File: config.mk
export PLATFORM = sky130hd
export DESIGN_NAME = rr_mux_arbiter
export DESIGN_NICKNAME = d
export VERILOG_FILES = /design/src/rtl/rr_mux_arbiter_pkg.sv /design/src/rtl/rr_mux_arbiter_mux4to1.sv /design/src/rtl/rr_mux_arbiter_rr_pick.sv /design/src/rtl/rr_mux_arbiter.sv
export SDC_FILE = /design/constraint.sdc
export NUM_CORES = 1
export LEC_CHECK = 0
export ABC_AREA = 1
export CAP_MARGIN = 10
export CORE_MARGIN = 4
export CORE_UTILIZATION = 39
export CTS_CLUSTER_DIAMETER = 150
export DETAILED_ROUTE_END_ITERATION = 10
export GPL_ROUTABILITY_DRIVEN = 0
export HOLD_SLACK_MARGIN = 0.05
export PLACE_DENSITY = 0.8
export REMOVE_ABC_BUFFERS = 1
export SLEW_MARGIN = 20
export SYNTH_ARGS = -nofsm -noshare
export SYNTH_HDL_FRONTEND = slang
export SYNTH_SLANG_ARGS = --single-unit
File: constraint.sdc
create_clock -name clk -period 1.9 [get_ports clk]
set_clock_uncertainty 0.05 [all_clocks]
set_input_delay 0.285 -clock clk [delete_from_list [all_inputs] [get_ports clk]]
set_output_delay 0.285 -clock clk [all_outputs]
set_load 0.02 [all_outputs]
File: src/rtl/rr_mux_arbiter_pkg.sv
// Shared definitions for the round-robin mux arbiter.
//   NREQ / SELW : number of requester lanes and the width of a lane index
//   ST_IDLE / ST_OWN : arbiter FSM state encodings
//   arb_regs_t  : the arbiter's state/owner/pointer registers, grouped in one
//                 struct so the FSM state can be probed as a single signal
//   next_idx    : lane index + 1, wrapping 3 -> 0
//   onehot      : lane index -> one-hot lane mask
package mux_arb_pkg;

  localparam int NREQ = 4;
  localparam int SELW = 2;

  localparam logic [0:0] ST_IDLE = 1'b0;
  localparam logic [0:0] ST_OWN  = 1'b1;

  typedef struct packed {
    logic [0:0]      state;
    logic [SELW-1:0] sel;
    logic [SELW-1:0] ptr;
  } arb_regs_t;

  function automatic logic [SELW-1:0] next_idx(input logic [SELW-1:0] idx);
    return idx + SELW'(1);
  endfunction

  function automatic logic [NREQ-1:0] onehot(input logic [SELW-1:0] idx);
    return NREQ'(1) << idx;
  endfunction

endpackage

File: src/rtl/rr_mux_arbiter_mux4to1.sv
// One-bit 4:1 multiplexer.
//   d : the four candidate bits, d[k] belongs to input k
//   s : select
//   y : d[s]
module mux4to1 (
  input  logic [3:0] d,
  input  logic [1:0] s,
  output logic       y
);

  assign y = d[s];

endmodule

File: src/rtl/rr_mux_arbiter_rr_pick.sv
// Combinational round-robin picker.
//   req  : per-lane request mask
//   ptr  : lane with the highest priority this round
//   pick : first lane with req set, searching ptr, ptr+1, ... (wrapping)
//   any  : at least one request is set (pick is meaningless when 0)
module rr_pick
  import mux_arb_pkg::*;
(
  input  logic [NREQ-1:0] req,
  input  logic [SELW-1:0] ptr,
  output logic [SELW-1:0] pick,
  output logic            any
);

  logic [SELW-1:0] idx;

  // Walk the offsets from farthest to nearest so the closest requesting lane
  // after ptr is the last assignment and therefore wins.
  always_comb begin
    pick = ptr;
    idx  = '0;
    any  = |req;
    for (int i = NREQ - 1; i >= 0; i--) begin
      idx = ptr + SELW'(i);
      if (req[idx]) pick = idx;
    end
  end

endmodule

File: src/rtl/rr_mux_arbiter.sv
// Round-robin arbiter and sequencer in front of a shared 4:1 datapath mux.
// Four requester lanes compete for one downstream channel; the owner may
// send up to MAX_HOLD beats per grant before ownership rotates.
//
// Ports
//   clk       : clock, rising edge
//   rst_n     : asynchronous active-low reset
//   req       : per-lane request; a lane holds req and its data until gnt
//   in_data   : lane k data at in_data[k*WIDTH +: WIDTH]
//   out_ready : consumer ready
//   out_valid : beat valid on out_data
//   out_data  : data of the lane selected by sel
//   sel       : current mux select / owner index
//   gnt       : one-hot, high on the cycle a beat from that lane is accepted
//
// Handshake: a beat transfers on a rising edge where out_valid and out_ready
// are both high; gnt is exactly that transfer condition routed back to the
// owning lane. While out_ready is low the beat stays presented unchanged and
// nothing (count, owner, pointer) advances.
module rr_mux_arbiter
  import mux_arb_pkg::*;
#(
  parameter int WIDTH    = 8,
  parameter int MAX_HOLD = 4
) (
  input  logic                  clk,
  input  logic                  rst_n,
  input  logic [NREQ-1:0]       req,
  input  logic [NREQ*WIDTH-1:0] in_data,
  input  logic                  out_ready,
  output logic                  out_valid,
  output logic [WIDTH-1:0]      out_data,
  output logic [SELW-1:0]       sel,
  output logic [NREQ-1:0]       gnt
);

  localparam int CNTW = $clog2(MAX_HOLD + 1);

  arb_regs_t       r;
  logic [CNTW-1:0] cnt;
  logic [SELW-1:0] pick;
  logic            any;
  logic            accept;
  logic [CNTW-1:0] cnt_inc;

  rr_pick u_pick (
    .req  (req),
    .ptr  (r.ptr),
    .pick (pick),
    .any  (any)
  );

  // Outputs decode straight from registered state, so an asynchronous reset
  // clears out_valid/gnt without waiting for a clock.
  always_comb begin
    out_valid = (r.state == ST_OWN) && req[r.sel];
    accept    = out_valid && out_ready;
    gnt       = accept ? onehot(r.sel) : '0;
    cnt_inc   = cnt + CNTW'(1);
  end

  assign sel = r.sel;

  always_ff @(posedge clk or negedge rst_n) begin
    if (!rst_n) begin
      r.state <= ST_IDLE;
      r.sel   <= '0;
      r.ptr   <= '0;
      cnt     <= '0;
    end else begin
      case (r.state)
        ST_IDLE: begin
          if (any) begin
            r.sel   <= pick;
            cnt     <= '0;
            r.state <= ST_OWN;
          end
        end
        ST_OWN: begin
          // A released owner gets no beat this cycle, even if it was one beat
          // short of expiry, so the release check comes first.
          if (!req[r.sel]) begin
            r.state <= ST_IDLE;
            r.ptr   <= next_idx(r.sel);
          end else if (accept) begin
            cnt <= cnt_inc;
            if (cnt_inc == CNTW'(MAX_HOLD)) begin
              r.state <= ST_IDLE;
              r.ptr   <= next_idx(r.sel);
            end
          end
        end
        default: r.state <= ST_IDLE;
      endcase
    end
  end

  // Bit-sliced data mux: bit i picks among bit i of the four lanes.
  for (genvar i = 0; i < WIDTH; i++) begin : g_mux
    mux4to1 u_mux (
      .d ({in_data[3*WIDTH+i], in_data[2*WIDTH+i], in_data[WIDTH+i], in_data[i]}),
      .s (r.sel),
      .y (out_data[i])
    );
  end

endmodule

Word-level counts from Yosys, hierarchy flattened:

Index checks and enable logic that the tools add are counted.

* word-level logic and storage cells: 71
* output and inout bits: 15
* bits in registers: 8
* input bits: 39

* reductions and logical operators: 6
* equal/unequal tests: 6
* $add $sub $neg: 5
* shifts and indexed selects: 1
* bitwise logic cells: 1
* muxes and demuxes: 43
* magnitude comparators: 5

Operator list (number)
* $bmux 1 s2: 13
* $mux 1: 16
* $lt 2x3->1 const B: 5
* $mux 2: 7
* $mux 3: 4
* $ne 2x1->1 const B: 3
* $pmux 3 s2: 1
* $reduce_and 3->1: 2
* $add 2x1->2 const B: 2
* $add 2x2->2 const B: 2
* $mux 4: 1
* $ne 2x2->1 const B: 2
* $reduce_or 4->1: 1
* $shl 1x2->4 const A: 1
* $add 3x1->3 const B: 1
* $eq 3x3->1 const B: 1
* $logic_and 1x1->1: 2
* $pmux 1 s2: 1
* $reduce_and 2->1: 1
* $not 1->1: 1

Logic depth before layout (Yosys ltp):

Gate-level depths: netlist of run 1.

* depth in word-level cells: 9
* depth in mapped cells: 11
* gate-level depth less buffers: 11

By module:

A second synthesis of run 1 with hierarchy kept.

* cell total of the unflattened synthesis: 224
* area, all modules: 1212.4 sq um

By module, submodules not included
* rr_mux_arbiter: area an instance 584.3 sq um, sequential area each 200.2 sq um, cells each 70, times used 1
* mux4to1: area an instance 51.3 sq um, sequential area each 0.0 sq um, cells each 13, times used 8
* rr_pick: area an instance 217.7 sq um, sequential area each 0.0 sq um, cells each 50, times used 1

Worst setup path before layout of run 1:

OpenSTA, ideal clock, no wires.

* path type: reg2out
* start point: register, netlist name sel[0]
* end point: output port gnt[0]
* setup slack: 0.202 ns
* arrival: 1.363 ns
* required time: 1.565 ns
* cell stages (with the launch flop): 6
* path buffers: 1
* path through: dfrtp_1 inv_2 clkbuf_1 ha_1 inv_1 nor2_1

* longest elaborated chain between the ends: 5
* elaborated cells on any way between the ends: 6
* those cells by class: 1 x shift; 3 x mux; 2 x reduce/logical

Ends and longest elaborated chain
* $bmux 1 s2: line rr_mux_arbiter.sv:56 `out_valid = (r.state == ST_OWN) && req[r.sel];`
* $mux 1 (not written as such): line rr_mux_arbiter.sv:56
* $logic_and 1x1->1: line rr_mux_arbiter.sv:56
* $logic_and 1x1->1: line rr_mux_arbiter.sv:57 `accept = out_valid && out_ready;`
* $mux 4 *: line rr_mux_arbiter.sv:58 `gnt = accept ? onehot(r.sel) : '0;`
* end, declared: line rr_mux_arbiter.sv:34 `output logic [NREQ-1:0] gnt`

Every way passes the cells marked *; elsewhere a longest branch is shown, timed or not. The select of a mux whose other input is x is not followed.

Worst setup path after layout of run 1:

* start point: register, netlist name sel[0]
* end point: output port sel[0]

RTL lines
* end, declared: line rr_mux_arbiter.sv:33 `output logic [SELW-1:0] sel,`

No word-level cell between the ends.

==> flow_summary.ini, run 1 <==
[placed_design]
dp.final_hpwl_um = 2578
place_ws_ps = -351.6
placed_area_um2 = 1585
io_buffers = 53

[setup_path]
r2r_end = cnt[2]
start_kind = flop
reg2reg_slack_ps = 350
path_max_fanout = 13
cp-startpoint = sel[0]
crit_arrival_ps = 1510
reg2reg_from = sel[0]
cp_num_buf_inv = 2
critPathRequiredTime_ps = 1560
cp-end-kind = primary output
crit_chain = buf_4 > clkdlybuf4s50_1
crit_type = reg -> out
reg2regPathDepth = 8
critPathMaxStageDelay_ps = 630
cpMaxStageDelayCell = clkdlybuf4s50_1
cpLargestDelayFamily = buffers and inverters

[synthesis]
synthAdderAreaFrac_pct = 7.344
synth_area_um2 = 1022
synth_top_family_by_area = simple AND/OR/NAND/NOR gates
yosysTopAreaCellShare_pct = 19.58
synth-simple-area-share_pct = 32.93
synth-seq-cells = 8
ys_warn_count = 0
synth_cell_types = 26
synthMostInstantiatedCell = nand2_1
synth_xor_area_share_pct = 2.448
synth_commonest_cells = nand2_1, nor2_1, o21ai_0
synthFlopType = dfrtp_1
synth_compound_area_share_pct = 19.58
avgSynthCellArea_um2 = 6.429
synthTopCellsByArea = dfrtp_1, nand2_1, o21ai_0
ys_seq_area_share_pct = 19.58
syn_inst = 159
yosys-mux-area-fraction_pct = 0
netlist.top_cell.by_area = dfrtp_1
ys_async_sr_fraction_pct = 100.0
synth_edf_count = 0

[routing]
routed_wl_um = 3021
drcViolationCount = 0
drt_iter0_drc = 28
post_drt_wl_per_cell_um = 12.33
drt.antenna.violating_nets = 0
vias = 1187
avgViaCountPerCell = 4.845
drt-pass1-iter-count = 4

[grt]
grt_pass1_wl_um = 5140
grt_pass1_vias = 1207
grt_max_degree = 14
antenna_found_initial = 0
grt_overflow = 0
track_usage_pct = 18.53

[layout]
area_delta_synth_final_pct = 53.00
antenna_cells = 0
nets = 262
drive_gt1_share_pct = 20.47
fin_util_pct = 63.13
nFillCells = 222
fin_area_um2 = 1564

[floorplan]
die_y_um = 59.20
dieArea_um2 = 3504
core_area_um2 = 2477
pin_count = 54
start_util_pct = 41.26
die_w_um = 59.20
rows = 18

[pwr]
finalPower_uw = 2349
leakagePower_uw = 0.0007913
vdd_drop_max_v = 0.0009287
power_density_nw_per_um2 = 1502

[timing]
maxSlewHeadroom_pct = 74.80
setup_viol = 0
rsz0062_at_grt = no
fin_crit_sh_pct = 96.88
setup_slack_ps = 59.34
drv_slew = 0
worst_slew_pin_slew_ps = 378.0
fmax_mhz = 543.3
setup-tns-final_ps = 0
hold_viol = 0
fin_crit_ps = 1841

[clocking]
root_buffer = clkbuf_4
cts_tree = done
cts_inserted_buffers = 3
htree_levels = 1
cts.sinks = 8
path_clk_slew_ps = 60
clk_latency_ps = 240
holdBufCountCts = 0
cts_buffer_depth = 2

[run]
maxCapViolCount = 0

[hold_path]
hp-class = in -> async

[outcome]
status = complete, no violations
final cells by class:
type	count	area, µm²	share of cell area [%]
Clock buffer	3	22.52	1.440
Inverter	20	75.07	4.800
Multi-Input combinational cell	115	636.9	40.72
Sequential cell	8	201.4	12.88
Tap cell	30	37.54	2.400
Timing Repair Buffer	69	590.6	37.76
worst max-delay path by stage:
stage / to / slack, ps / cells past startpoint
after global routing: gnt[0] / 8 / 8
after detailed placement: gnt[0] / -350 / 8
after CTS: gnt[2] / 0.8 / 8
final: sel[0] / 60 / 2
after floorplan: gnt[0] / -190 / 7
after global placement: gnt[2] / -320 / 8
flip-flops by register name, summed over array words and instances (netlist names):
signal and count:
cnt 3, r 3, sel 2
cell usage in the layout (no fill, tap or decap), types with 3 or more instances in the layout:
cell type	netlist	final
o21ai_0	21	21
clkdlybuf4s50_1	0	40
buf_4	11	18
ha_1	6	6
clkbuf_2	0	9
nand2_1	31	31
inv_1	18	18
o21ai_1	3	3
o22ai_1	8	8
nand3_1	7	7
clkbuf_4	0	3
nand2_4	3	3
nor2_1	24	24
dfrtp_1	8	7
cells by family after synthesis:
family	Yosys count
fa+ha+maj	6
compound gates	36
flops	8
simple gates	71
buf+inv	36
xor+xnor	2
power breakdown:
| group | switching (µW) | leakage [µW] | total, µW | internal, µW |
|---|---|---|---|---|
| Sequential | 123 | 0.0000984 | 374 | 251 |
| Clock | 53.6 | 0.0000138 | 126 | 72.0 |
| Combinational | 1070 | 0.000679 | 1850 | 776 |
| Total | 1250 | 0.000791 | 2350 | 1100 |
stage by stage:
step                      cells  hold WS [ps]
after floorplan             143        -60.59
after global placement      240         457.8
after detailed placement    240         471.7
after CTS                   243         275.3
after global routing        245         286.3
final                       245         260.3
timing repair:
item / in CTS / in global routing
resized for setup: 24 / 22
setup buffers: 0 / 2
hold endpoints to repair: 0 / 0
endpoints found under the setup margin: 14 / 14
per-layer routing:
layer  GRT usage [%]  vias to the layer above  wire [µm]
met2           36.97                       23       1589
met3           1.961                        0        151
met4           2.913                        0          0
met1           20.88                      550       1281
met5               0                        -          0
li1                -                      614          -
No activity file was read; power rests on OpenSTA's default activity.
==> run 2: changes to the inputs <==
Settings changed: SKIP_CTS_REPAIR_TIMING set to 1.
==> run 2 against run 1 <==
  * Via count unchanged
  * Combinational power up 4%
  * Highest routed layer unchanged
  * Largest cell class is now non-clock buffers
  * Count of clock-buffer cells in the layout unchanged
  * Die area unchanged
==> flow_summary.ini, run 2 (synthesis gave the netlist of run 1 again) <==
[outcome]
status = complete, no violations

[timing]
fin_crit_sh_pct = 97.54
maxSlewHeadroom_pct = 74.83
setup-tns-final_ps = 0
hold_viol = 0
setup_viol = 0
fmax_mhz = 539.6
timing.hold.ws_ps = 260.1
fin_crit_ps = 1853
setup_slack_ps = 46.75
worst_slew_pin_slew_ps = 377.6
rsz0062_at_grt = yes
drv_slew = 0

[layout]
reg_top3 = cnt x3, r x3, sel x2
final_common_cell = clkdlybuf4s50_1
nets = 261
finalNonFillerCells = 244
drive_gt1_share_pct = 16.36
area_delta_synth_final_pct = 58.14
final_cell_mix = clkdlybuf4s50_1, nand2_1, nor2_1
antenna_cells = 0

[placed_design]
dp_cells = 240
dp.final_hpwl_um = 2578
io_buffers = 53
place_ws_ps = -351.6

[grt]
grt_overflow = 0
antenna_found_initial = 0
grt_pass1_wl_um = 5154
grt_pass1_vias = 1208
track_usage_pct = 18.57
grt_max_degree = 14

[setup_path]
path_max_fanout = 13
cpLargestDelayFamily = buffers and inverters
critPathRequiredTime_ps = 1560
cpMaxStageDelayCell = clkdlybuf4s50_1
cp_num_buf_inv = 2
critPathMaxStageDelay_ps = 630
cp-startpoint = sel[0]
crit_type = reg -> out
cp-end-kind = primary output
crit_chain = buf_4 > clkdlybuf4s50_1
cp_num_cells = 2
start_kind = flop
reg2reg_from = sel[0]
crit_arrival_ps = 1520
reg2regPathDepth = 8

[routing]
drt-pass1-iter-count = 4
routed_wl_um = 3027
vias = 1187
drt_iter0_drc = 27
avgViaCountPerCell = 4.865
drcViolationCount = 0
post_drt_wl_per_cell_um = 12.41
drt.antenna.violating_nets = 0

[floorplan]
die_w_um = 59.20
die_y_um = 59.20
core_area_um2 = 2477
dieArea_um2 = 3504
pin_count = 54
rows = 18
start_util_pct = 41.26

[clocking]
cts_buffer_depth = 2
htree_levels = 1
path_clk_slew_ps = 60
cts_inserted_buffers = 3
cts_tree = done
clk_latency_ps = 240
cts.sinks = 8
root_buffer = clkbuf_4

[pwr]
vdd_drop_max_v = 0.0009304
finalPower_uw = 2426
leakagePower_uw = 0.0008619
power_density_nw_per_um2 = 1501

[hold_path]
hp-class = in -> async

[run]
maxCapViolCount = 0
## run 2: final cells by class
class                   count  area (µm²)
inverters                  20       75.07
clock buffers               3       22.52
repair buffers             68       643.1
multi-input cells         115       636.9
well taps                  30       37.54
flip-flops and latches      8       201.4
fillers                   212       860.8
## run 2: worst register-to-register path: stages, from the launching register on
cell and delay, ps:
dfrtp_2 450, inv_2 90, nand2_1 50, nand3_1 110, nand2_4 70, buf_4 140
nor3_2 180, nor2_1 100, a22o_1 190
## run 2: final timing paths
kind                            slack (ps)     end
worst max-delay path                    50  sel[0]
worst min-delay path                   260  cnt[0]
worst max register to register         350  cnt[2]
worst min register to register         480  cnt[2]
max in group asynchronous             1270  sel[0]
min in group clk                       480  cnt[2]
## run 2: per-layer routing
| layer | vias to the layer above | wire (µm) | global-route usage, % |
|---|---|---|---|
| met5 | - | 0 | 0 |
| met2 | 21 | 1600 | 36.97 |
| met4 | 0 | 0 | 2.913 |
| met1 | 555 | 1293 | 21.01 |
| met3 | 0 | 134 | 1.961 |
| li1 | 611 | - | - |
## run 2: where the power goes
part           leakage, µW  switching (µW)  total [µW]  internal (µW)
logic             0.000750            1070        1930            858
registers        0.0000984             125         375            251
clock network    0.0000138            53.4         125           72.0
## run 2: per-stage QoR
stage,instance area (µm²),utilization (%)
6_report,1617,65.25
5_1_grt,1617,65.25
4_1_cts,1608,64.90
3_5_place_dp,1585,63.99
3_3_place_gp,1585,63.99
2_1_floorplan,912.1,-
